File: config.mk
export PLATFORM = sky130hd
export DESIGN_NAME = soc_system_ram_master_flat
export DESIGN_NICKNAME = d
export VERILOG_FILES = /design/src/rtl/soc_system_ram_master_pkg.sv /design/src/rtl/soc_system_ram_master_if.sv /design/src/rtl/soc_system_ram_pattern_gen.sv /design/src/rtl/soc_system_ram_master.sv /design/src/flat_wrapper.sv
export SDC_FILE = /design/constraint.sdc
export NUM_CORES = 1
export LEC_CHECK = 0
export ABC_AREA = 0
export ABC_CLOCK_PERIOD_IN_PS = 3800
export CORE_UTILIZATION = 43
export CTS_BUF_LIST = sky130_fd_sc_hd__clkbuf_2 sky130_fd_sc_hd__clkbuf_4 sky130_fd_sc_hd__clkbuf_8
export DETAILED_ROUTE_END_ITERATION = 8
export PLACE_DENSITY_LB_ADDON = 0.3
export RECOVER_POWER = 50
export SLEW_MARGIN = 10
export SYNTH_ARGS = -nofsm -noshare
export SYNTH_HDL_FRONTEND = slang
export SYNTH_SLANG_ARGS = --single-unit
File: constraint.sdc
create_clock -name clk -period 3.8 [get_ports clk]
set_input_delay 0.76 -clock clk [delete_from_list [all_inputs] [get_ports clk]]
set_output_delay 0.76 -clock clk [all_outputs]
set_load 0.02 [all_outputs]
File: src/rtl/soc_system_ram_master_pkg.sv
// Shared types and constants for the on-chip RAM fill/verify initiator.
// The macro SOC_SYSTEM_RAM_MASTER_LFSR_EN switches the pattern to an LFSR; LFSR_POLY is its feedback mask.
package soc_system_ram_master_pkg;

  localparam int DEF_ADDR_W    = 10;
  localparam int DEF_DATA_W    = 32;
  localparam int DEF_ERR_CNT_W = 16;

  typedef enum logic [2:0] {
    ST_IDLE,
    ST_WRITE,
    ST_READ,
    ST_DRAIN,
    ST_DONE
  } state_t;

  localparam logic [1:0] MODE_FILL       = 2'b00;
  localparam logic [1:0] MODE_CHECK      = 2'b01;
  localparam logic [1:0] MODE_FILL_CHECK = 2'b10;

  localparam logic [31:0] LFSR_POLY = 32'h8020_0003;

endpackage

File: src/rtl/soc_system_ram_master_if.sv
// Avalon-MM link between the fill/verify initiator and the on-chip RAM slave port.
interface soc_system_ram_master_if #(
  parameter int ADDR_W = 10,
  parameter int DATA_W = 32
);
  localparam int BE_W = DATA_W / 8;

  logic [ADDR_W-1:0] address;
  logic [BE_W-1:0]   byteenable;
  logic              chipselect;
  logic              write;
  logic [DATA_W-1:0] writedata;
  logic [DATA_W-1:0] readdata;
  logic              clken;

  modport master (
    output address, byteenable, chipselect, write, writedata, clken,
    input  readdata
  );

  modport slave (
    input  address, byteenable, chipselect, write, writedata, clken,
    output readdata
  );
endinterface

File: src/rtl/soc_system_ram_pattern_gen.sv
// Data pattern source: loads a seed, then advances one word per step.
// Incrementing by default; Galois LFSR when SOC_SYSTEM_RAM_MASTER_LFSR_EN is defined.
module soc_system_ram_pattern_gen
  import soc_system_ram_master_pkg::*;
#(
  parameter int DATA_W = DEF_DATA_W
) (
  input  logic              clk,
  input  logic              reset_n,
  input  logic              load,
  input  logic              step,
  input  logic [DATA_W-1:0] seed,
  output logic [DATA_W-1:0] data
);

  localparam logic [DATA_W-1:0] ONE = {{(DATA_W-1){1'b0}}, 1'b1};

`ifdef SOC_SYSTEM_RAM_MASTER_LFSR_EN
  localparam logic [DATA_W-1:0] POLY = DATA_W'(LFSR_POLY);

  // An all-zero state would lock the LFSR, so a zero seed is promoted to 1.
  always_ff @(posedge clk or negedge reset_n) begin
    if (!reset_n)  data <= '0;
    else if (load) data <= (seed == '0) ? ONE : seed;
    else if (step) data <= (data >> 1) ^ (data[0] ? POLY : '0);
  end
`else
  // NOTE: clocked state uses non-blocking assignments so every flop samples pre-edge values.
  always_ff @(posedge clk or negedge reset_n) begin
    if (!reset_n)  data <= '0;
    else if (load) data <= seed;
    else if (step) data <= data + ONE;
  end
`endif

endmodule

File: src/rtl/soc_system_ram_master.sv
// Fill/verify engine for the on-chip RAM: writes a pattern over a window, reads it back,
// counts mismatches. Pattern selection follows SOC_SYSTEM_RAM_MASTER_LFSR_EN (see pattern_gen).
module soc_system_ram_master
  import soc_system_ram_master_pkg::*;
#(
  parameter int ADDR_W    = DEF_ADDR_W,
  parameter int DATA_W    = DEF_DATA_W,
  parameter int ERR_CNT_W = DEF_ERR_CNT_W
) (
  input  logic                 clk,
  input  logic                 reset_n,
  input  logic                 start,
  input  logic [1:0]           mode,
  input  logic [ADDR_W-1:0]    base_addr,
  input  logic [ADDR_W:0]      length,
  input  logic [DATA_W-1:0]    seed,
  output logic                 busy,
  output logic                 done,
  output logic [ERR_CNT_W-1:0] err_count,
  output logic [ADDR_W-1:0]    first_err_addr,
  output logic                 err_valid,
  soc_system_ram_master_if.master avm
);

  localparam int            BE_W    = DATA_W / 8;
  localparam logic [ADDR_W:0] OFS_ONE = {{ADDR_W{1'b0}}, 1'b1};

  state_t              state_q, state_d;
  logic [ADDR_W:0]     offset_q, offset_d;
  logic [1:0]          mode_q;
  logic [ADDR_W-1:0]   base_q;
  logic [ADDR_W:0]     len_q;
  logic [DATA_W-1:0]   seed_q;
  logic                accept, rd_load, last_word;
  logic [ADDR_W-1:0]   bus_addr;
  logic [DATA_W-1:0]   wr_data, rd_data, rd_seed;
  logic                cmp_valid_q, mismatch, clken_q;
  logic [DATA_W-1:0]   exp_q;
  logic [ADDR_W-1:0]   cmp_addr_q;

  assign last_word = (offset_q + OFS_ONE) == len_q;
  assign bus_addr  = base_q + offset_q[ADDR_W-1:0];

  // NOTE: every output of this block gets a default first, so no path can infer a latch.
  always_comb begin
    state_d  = state_q;
    offset_d = offset_q;
    accept   = 1'b0;
    rd_load  = 1'b0;
    unique case (state_q)
      ST_IDLE: begin
        if (start) begin
          accept   = 1'b1;
          rd_load  = 1'b1;
          offset_d = '0;
          if (length == '0 || mode == 2'b11) state_d = ST_DONE;
          else if (mode == MODE_CHECK)       state_d = ST_READ;
          else                               state_d = ST_WRITE;
        end
      end
      ST_WRITE: begin
        if (!last_word) begin
          offset_d = offset_q + OFS_ONE;
        end else if (mode_q == MODE_FILL_CHECK) begin
          state_d  = ST_READ;
          offset_d = '0;
          rd_load  = 1'b1;
        end else begin
          state_d = ST_DONE;
        end
      end
      ST_READ: begin
        if (last_word) state_d = ST_DRAIN;
        else           offset_d = offset_q + OFS_ONE;
      end
      ST_DRAIN: state_d = ST_DONE;
      ST_DONE:  state_d = ST_IDLE;
      default:  state_d = ST_IDLE;
    endcase
  end

  always_ff @(posedge clk or negedge reset_n) begin
    if (!reset_n) begin
      state_q  <= ST_IDLE;
      offset_q <= '0;
      mode_q   <= '0;
      base_q   <= '0;
      len_q    <= '0;
      seed_q   <= '0;
      clken_q  <= 1'b0;
    end else begin
      state_q  <= state_d;
      offset_q <= offset_d;
      clken_q  <= 1'b1;
      if (accept) begin
        mode_q <= mode;
        base_q <= base_addr;
        len_q  <= length;
        seed_q <= seed;
      end
    end
  end

  // The expected-data generator restarts from the live seed on a command, or from the
  // captured seed when a fill hands over to its check phase.
  assign rd_seed = (state_q == ST_IDLE) ? seed : seed_q;

  soc_system_ram_pattern_gen #(.DATA_W(DATA_W)) u_wr_gen (
    .clk     (clk),
    .reset_n (reset_n),
    .load    (accept),
    .step    (state_q == ST_WRITE),
    .seed    (seed),
    .data    (wr_data)
  );

  soc_system_ram_pattern_gen #(.DATA_W(DATA_W)) u_rd_gen (
    .clk     (clk),
    .reset_n (reset_n),
    .load    (rd_load),
    .step    (state_q == ST_READ),
    .seed    (rd_seed),
    .data    (rd_data)
  );

  // Read data returns one cycle after the access, so expectation and address ride one stage behind.
  assign mismatch = cmp_valid_q && (avm.readdata != exp_q);

  always_ff @(posedge clk or negedge reset_n) begin
    if (!reset_n) begin
      cmp_valid_q    <= 1'b0;
      exp_q          <= '0;
      cmp_addr_q     <= '0;
      err_count      <= '0;
      first_err_addr <= '0;
      err_valid      <= 1'b0;
    end else begin
      cmp_valid_q <= (state_q == ST_READ);
      exp_q       <= rd_data;
      cmp_addr_q  <= bus_addr;
      if (accept) begin
        err_count      <= '0;
        first_err_addr <= '0;
        err_valid      <= 1'b0;
      end else if (mismatch) begin
        if (err_count != '1) err_count <= err_count + {{(ERR_CNT_W-1){1'b0}}, 1'b1};
        if (!err_valid) begin
          first_err_addr <= cmp_addr_q;
          err_valid      <= 1'b1;
        end
      end
    end
  end

  // Bus outputs decode straight from state so an async reset idles the bus at once.
  assign avm.chipselect = (state_q == ST_WRITE) || (state_q == ST_READ);
  assign avm.write      = (state_q == ST_WRITE);
  assign avm.byteenable = {BE_W{avm.chipselect}};
  assign avm.address    = avm.chipselect ? bus_addr : '0;
  assign avm.writedata  = avm.write ? wr_data : '0;
  assign avm.clken      = clken_q;

  assign busy = (state_q != ST_IDLE);
  assign done = (state_q == ST_DONE);

endmodule

File: src/flat_wrapper.sv
// flat-port wrapper written by rule: the top's interface ports become plain ports
module soc_system_ram_master_flat import soc_system_ram_master_pkg::*;
#(
  parameter int ADDR_W    = DEF_ADDR_W,
  parameter int DATA_W    = DEF_DATA_W,
  parameter int ERR_CNT_W = DEF_ERR_CNT_W
)
  (clk, reset_n, start, mode, base_addr, length, seed, busy, done, err_count, first_err_addr, err_valid, avm_address, avm_byteenable, avm_chipselect, avm_write, avm_writedata, avm_clken, avm_readdata);
  soc_system_ram_master_if #(.ADDR_W(ADDR_W), .DATA_W(DATA_W)) avm_i ();
  input  logic clk;
  input  logic reset_n;
  input  logic start;
  input  logic [1:0] mode;
  input  logic [ADDR_W-1:0] base_addr;
  input  logic [ADDR_W:0] length;
  input  logic [DATA_W-1:0] seed;
  output logic busy;
  output logic done;
  output logic [ERR_CNT_W-1:0] err_count;
  output logic [ADDR_W-1:0] first_err_addr;
  output logic err_valid;
  output wire logic [$bits(avm_i.address)-1:0] avm_address;
  output wire logic [$bits(avm_i.byteenable)-1:0] avm_byteenable;
  output wire logic [$bits(avm_i.chipselect)-1:0] avm_chipselect;
  output wire logic [$bits(avm_i.write)-1:0] avm_write;
  output wire logic [$bits(avm_i.writedata)-1:0] avm_writedata;
  output wire logic [$bits(avm_i.clken)-1:0] avm_clken;
  input wire logic [$bits(avm_i.readdata)-1:0] avm_readdata;
  assign avm_address = avm_i.address;
  assign avm_byteenable = avm_i.byteenable;
  assign avm_chipselect = avm_i.chipselect;
  assign avm_write = avm_i.write;
  assign avm_writedata = avm_i.writedata;
  assign avm_clken = avm_i.clken;
  assign avm_i.readdata = avm_readdata;
  soc_system_ram_master #(.ADDR_W(ADDR_W), .DATA_W(DATA_W), .ERR_CNT_W(ERR_CNT_W)) u_core (.clk(clk), .reset_n(reset_n), .start(start), .mode(mode), .base_addr(base_addr), .length(length), .seed(seed), .busy(busy), .done(done), .err_count(err_count), .first_err_addr(first_err_addr), .err_valid(err_valid), .avm(avm_i));
endmodule
== After elaboration in Yosys (flattened, before gate mapping) ==
Cells that the tools add are included.

* Logic and storage cells: 83
* Register bits: 204

* Reductions and logical operators: 15
* Equality and inequality tests: 16
* Mux-type cells: 32
* Add/subtract/negate cells: 5

{| class="wikitable"
|+ Operators by type and width
! kind !! count
|-
| 2-to-1 mux 32 bit || 6
|-
| adder 32 x 1 -> 32 bit, second input constant || 2
|-
| 2-to-1 mux 16 bit || 3
|-
| 2-to-1 mux 11 bit || 4
|-
| 2-to-1 mux 10 bit || 4
|-
| one-hot mux 11 bit (3 select lines) || 1
|-
| != test 32 bit || 1
|-
| adder 16 x 1 -> 16 bit, second input constant || 1
|-
| != test 16 bit, second input constant || 1
|-
| 2-to-1 mux 3 bit || 5
|-
| one-hot mux 3 bit (4 select lines) || 1
|-
| adder 11 x 1 -> 11 bit, second input constant || 1
|-
| == test 11 bit || 1
|-
| zero test 11 bit || 1
|-
| adder 10 bit || 1
|-
| != test 2 bit, second input constant || 4
|-
| nonzero test 2 bit || 4
|-
| == test 3 x 2 -> 1 bit, second input constant || 2
|-
| 2-to-1 mux 1 bit || 6
|-
| nonzero test 3 bit || 2
|-
| == test 2 bit, second input constant || 2
|-
| AND reduction 2 bit || 2
|-
| AND reduction 4 bit || 1
|-
| == test 3 x 1 -> 1 bit, second input constant || 1
|-
| other kinds (10) || 11
|}

== Longest topological paths before layout ==
* Depth after elaboration: 5
* Gate-level depth with buffers: 12

== Modules after synthesis ==
Synthesis repeated with hierarchy kept, for this count alone.

* Cells, all modules: 1042
* Area, all modules: 10832.9 µm²

{| class="wikitable"
|+ By module, submodules not included
! module !! area an instance (µm²) !! times used !! cells each
|-
| soc_system_ram_master || 6899.1 || 1 || 604
|-
| soc_system_ram_pattern_gen || 1966.9 || 2 || 219
|}

== Worst setup path after synthesis ==
No wires, ideal clock.

* Kind: register to output
* From: reg u_core.offset_q[1]
* To: out avm_address[9]
* Arrival: 2250 ps
* Cell stages (with the launch flop): 9
* Slack: 790 ps
* Cells stage by stage: dfrtp_1 ha_1 a21o_1 a21oi_1 nor2b_1 o21a_1 o221a_2 a31oi_1 mux2i_1

* Word-level cells in the longest chain between the ends: 2

{| class="wikitable"
|+ Ends and longest elaborated chain
! element !! RTL line !! text
|-
| start: declaration || soc_system_ram_master.sv:29 || <nowiki>logic [ADDR_W:0] offset_q, offset_d;</nowiki>
|-
| start signal: assignment || soc_system_ram_master.sv:93 || <nowiki>offset_q <= offset_d;</nowiki>
|-
| adder 10 bit || soc_system_ram_master.sv:42 || <nowiki>assign bus_addr = base_q + offset_q[ADDR_W-1:0];</nowiki>
|-
| 2-to-1 mux 10 bit || soc_system_ram_master.sv:159 || <nowiki>assign avm.address = avm.chipselect ? bus_addr : '0;</nowiki>
|-
| end: declaration || flat_wrapper.sv:22 || <nowiki>output wire logic [$bits(avm_i.address)-1:0] avm_address;</nowiki>
|}

No other way between the ends.

== Worst setup path in the final report ==
* From: reg u_core.base_q[0]
* To: out avm_address[8]

* Word-level cells in the longest chain between the ends: 2

{| class="wikitable"
|+ Ends and longest elaborated chain
! element !! RTL line !! text
|-
| start: declaration || soc_system_ram_master.sv:31 || <nowiki>logic [ADDR_W-1:0] base_q;</nowiki>
|-
| start signal: assignment || soc_system_ram_master.sv:97 || <nowiki>base_q <= base_addr;</nowiki>
|-
| adder 10 bit || soc_system_ram_master.sv:42 ||
|-
| net u_core.bus_addr[8] || soc_system_ram_master.sv:35 || <nowiki>logic [ADDR_W-1:0] bus_addr;</nowiki>
|-
| 2-to-1 mux 10 bit || soc_system_ram_master.sv:159 ||
|}

The timed path passes the listed nets, and every way through them passes these cells.

==> key figures <==
Finish
  – Share of cells above drive strength 1: about 8.7%
  – Layout net count: between 1k and 1.5k
  – P&R area growth vs syn: 25.6%
  – Final instance area: between 0.01 and 0.015 mm²
  – N_diodes: 0
  – Fillcell total: 2,102

Yosys
  – Main synth FF type: dfrtp_1
  – Yosys top cell area share: just under 50%
  – Post-synth EDFFs: 0
  – Top cells by count, synth: nand2_1, dfrtp_1, nor2_1
  – Post-synth net total: roughly 1.2k
  – Area contributors post-synth: dfrtp_1, nand2_1, xor2_1
  – Post-synth ARST share: 100%
  – Synth unique cells: ~70
  – Simple-Gate Fraction of Synth Area: 22.9%
  – Synth Area in Compound Gates: roughly a tenth
  – Yosys top cell by area: dfrtp_1
  – Top-count cell post-synth: nand2_1
  – XOR/XNOR Fraction of Synth Area: about 8.9%
  – Sequential-to-total area share from yosys stat: between 40% and 50%
  – Mapped Area: around 0.011 mm²
  – Synth Register Bits: a little over 200
  – Main combinational cell family by area after synthesis: simple AND/OR/NAND/NOR gates
  – Post-synthesis adder-cell area fraction: under 10%
  – Synth Area per Inst: 9.47 µm²
  – Syn Inst Count: roughly 1.1k
  – Post-synthesis mux area share: 4.95%
  – Ys Warns: 0

Status
  – Failing checks: max-capacitance violations, max-slew violations
  – Status: finished, violations left

Global routing
  – Congestion Overflow GR: 0
  – Vias in the first global route: slightly above 8k
  – Largest net degree at the start of global routing: 76
  – First-pass GRT wire length: 42,500 µm
  – Total track usage: between 20% and 30%
  – Initial antenna violation count: 0

Hold path
  – Startpoint of the worst hold path: u_core.u_rd_gen.data[31]$_DFFE_PN0P_
  – WHS Endpoint: u_core.exp_q[31]$_DFF_PN0_
  – Worst hold path type: reg2reg
  – WHS Path Cells: 0

Routing
  – Detailed-route wire length per cell: approximately 16 µm
  – Remaining DRCs: 0
  – Drt pass-1 iters: 5
  – Routed WL: approximately 26,000 µm
  – Detailed-route via count: roughly 8.5k
  – 1st-iter DRT viols: a little over 600
  – Via density per instance: between 5 and 6
  – Routed Antenna Nets: 0

Floorplanning
  – Die area: ~0.025 mm²
  – Die X: 159 µm
  – Std cell rows: 56
  – Die Y: 159 µm
  – Core area: 0.0238 mm²
  – Initial Utilization: 44.4%
  – Io pins: approximately 170

Critical path
  – Worst r2r path cells: 9
  – CP max FO: 2
  – Critical path class: reg2out
  – Worst R2R Start: u_core.offset_q[0]$_DFFE_PN0P_
  – Crit path DAT: around 2900 ps
  – R2r endpoint: u_core.u_rd_gen.data[28]$_DFFE_PN0P_
  – Startpoint Class: register
  – CP required: ~3000 ps
  – FF-to-FF setup slack: just under 800 ps
  – Critical path capture point type: output pin

CTS
  – Clock tree sinks: between 200 and 250
  – CTS tree: yes
  – Clk pin slew, worst setup/hold paths: 60 ps
  – CTS Hold Bufs: 0
  – Post-CTS Setup Bufs: 0
  – CTS Buffer Depth: 3
  – Clk root buf: clkbuf_8
  – Worst-skew pair later-pin latency: around 540 ps
  – Cts bufs inserted: 36
  – H-tree depth: 2

Placed design
  – Post-DP HPWL: around 19,000 µm
  – GP Congestion: ~0.86
  – Dpl cell area: about 0.013 mm²
  – Placement Setup Slack: between 200 and 250 ps
  – PortBufs: approximately 170

Timing
  – Final min period: 3680 ps
  – Final Worst Setup Slack: between 100 and 150 ps
  – Final hold vios: 0
  – Fin crit share: between 90 and 100%
  – Min Hold Slack: 414 ps
  – Max-slew headroom: -28.3%
  – Slew @ Worst Pin: between 1500 and 2000 ps
  – Final setup viols: 0
  – Final Slew Violations: approximately 140
  – Fin Clk Skew: around 24 ps
  – RSZ-0062 raised after global routing: true
  – Peak Freq: ~270 MHz

Pwr
  – Leak: ~6 nW
  – Maximum VDD drop: approximately 0.36 mV
  – Pwr Density: between 700 and 800 mW/mm²

Run
  – Max cap viols: 2
power breakdown:
part	internal (mW)	leakage, nW	switching, mW	total [mW]
Clock	1.14	0.378	0.905	2.04
Combinational	1.84	3.08	2.28	4.12
Sequential	3.10	2.54	0.792	3.89
Total	6.08	5.99	3.97	10.1
area by class of cell:
| type | instances | area [µm²] | area share [%] |
|---|---|---|---|
| Inverter | 31 | 116 | 0.879 |
| Sequential cell | 204 | 5100 | 38.6 |
| Timing Repair Buffer | 190 | 1840 | 13.9 |
| Clock inverter | 6 | 46.3 | 0.350 |
| Tap cell | 319 | 399 | 3.01 |
| Multi-Input combinational cell | 823 | 5070 | 38.3 |
| Clock buffer | 52 | 672 | 5.07 |
cell usage in the layout (no fill, tap or decap), drive strengths merged, types with 4 or more instances in the layout:
master / count
nand2: 241
nor3: 19
a21oi: 18
xor2: 68
clkbuf: 58
xnor2: 38
and2: 42
o311a: 4
buf: 18
a211oi: 6
and3: 21
o21ai: 54
o21bai: 6
nand4: 22
mux2i: 51
a21o: 8
nand2b: 7
clkdlybuf4s50: 162
a221oi: 5
nor3b: 4
or3: 9
a31oi: 4
nor4: 14
dfrtp: 204
o22ai: 8
or2: 5
nand3: 38
nor2: 71
inv: 33
ha: 13
and4: 8
critical path, stage by stage, from the launching register on:
cell and delay [ps]:
dfrtp_1 380, ha_1 240, fa_1 400, a21o_1 210
a21oi_2 170, o21bai_1 100, a21oi_2 180, o21ai_0 130
xor2_1 170, and2_1 160, clkdlybuf4s15_2 260
sequential cells by signal, summed over array words and instances, names as in the netlist, 11 cells and up:
name,cells
u_core.u_rd_gen.data,32
u_core.u_wr_gen.data,32
u_core.seed_q,32
u_core.err_count,16
u_core.offset_q,11
u_core.exp_q,32
u_core.len_q,11
cell families (layout without fill, tap and decap cells):
kind of cell,count (synthesis),count (layout)
DFF,204,204
buffers and inverters,87,279
and+or+nand+nor,508,508
adders and majority gates,14,14
xor gates and xnor gates,106,106
AOI/OAI and AO/OA,142,142
other,1,1
muxes,52,52
timing repair:
item,CTS,global route
pin swaps,0,0
gates resized for setup,8,4
setup endpoints to repair,4,4
per-layer routing:
metal / GRT usage [%] / vias to the layer above / share of wire [%]
met2: 32.3 / 273 / 43
met4: 6.55 / 0 / 1.8
li1: - / 4144 / -
met3: 4.03 / 39 / 6.2
met1: 31.7 / 4002 / 49
met5: 0 / - / 0
worst max path at each step:
stage,cells after the start,startpoint,end
finish,10,u_core.base_q[0]$_DFFE_PN0P_,avm_address[8]
global route,10,u_core.base_q[0]$_DFFE_PN0P_,avm_address[8]
CTS,10,u_core.base_q[0]$_DFFE_PN0P_,avm_address[8]
detailed placement,10,u_core.base_q[0]$_DFFE_PN0P_,avm_address[8]
global placement,9,u_core.base_q[1]$_DFFE_PN0P_,avm_address[9]
floorplan,8,u_core.offset_q[1]$_DFFE_PN0P_,avm_address[9]
through the flow:
stage                     setup TNS (ps)  total power, mW  std cells  util, %
after floorplan                        0             6.49       1114        -
final                                  0             10.1       1625     55.7
after global placement                 0             7.95       1567     52.8
after CTS                              0             10.1       1625     55.8
after global routing               -34.2             10.7       1625     55.7
after detailed placement               0             8.04       1567     52.8
(Power assumes the default switching activity.)
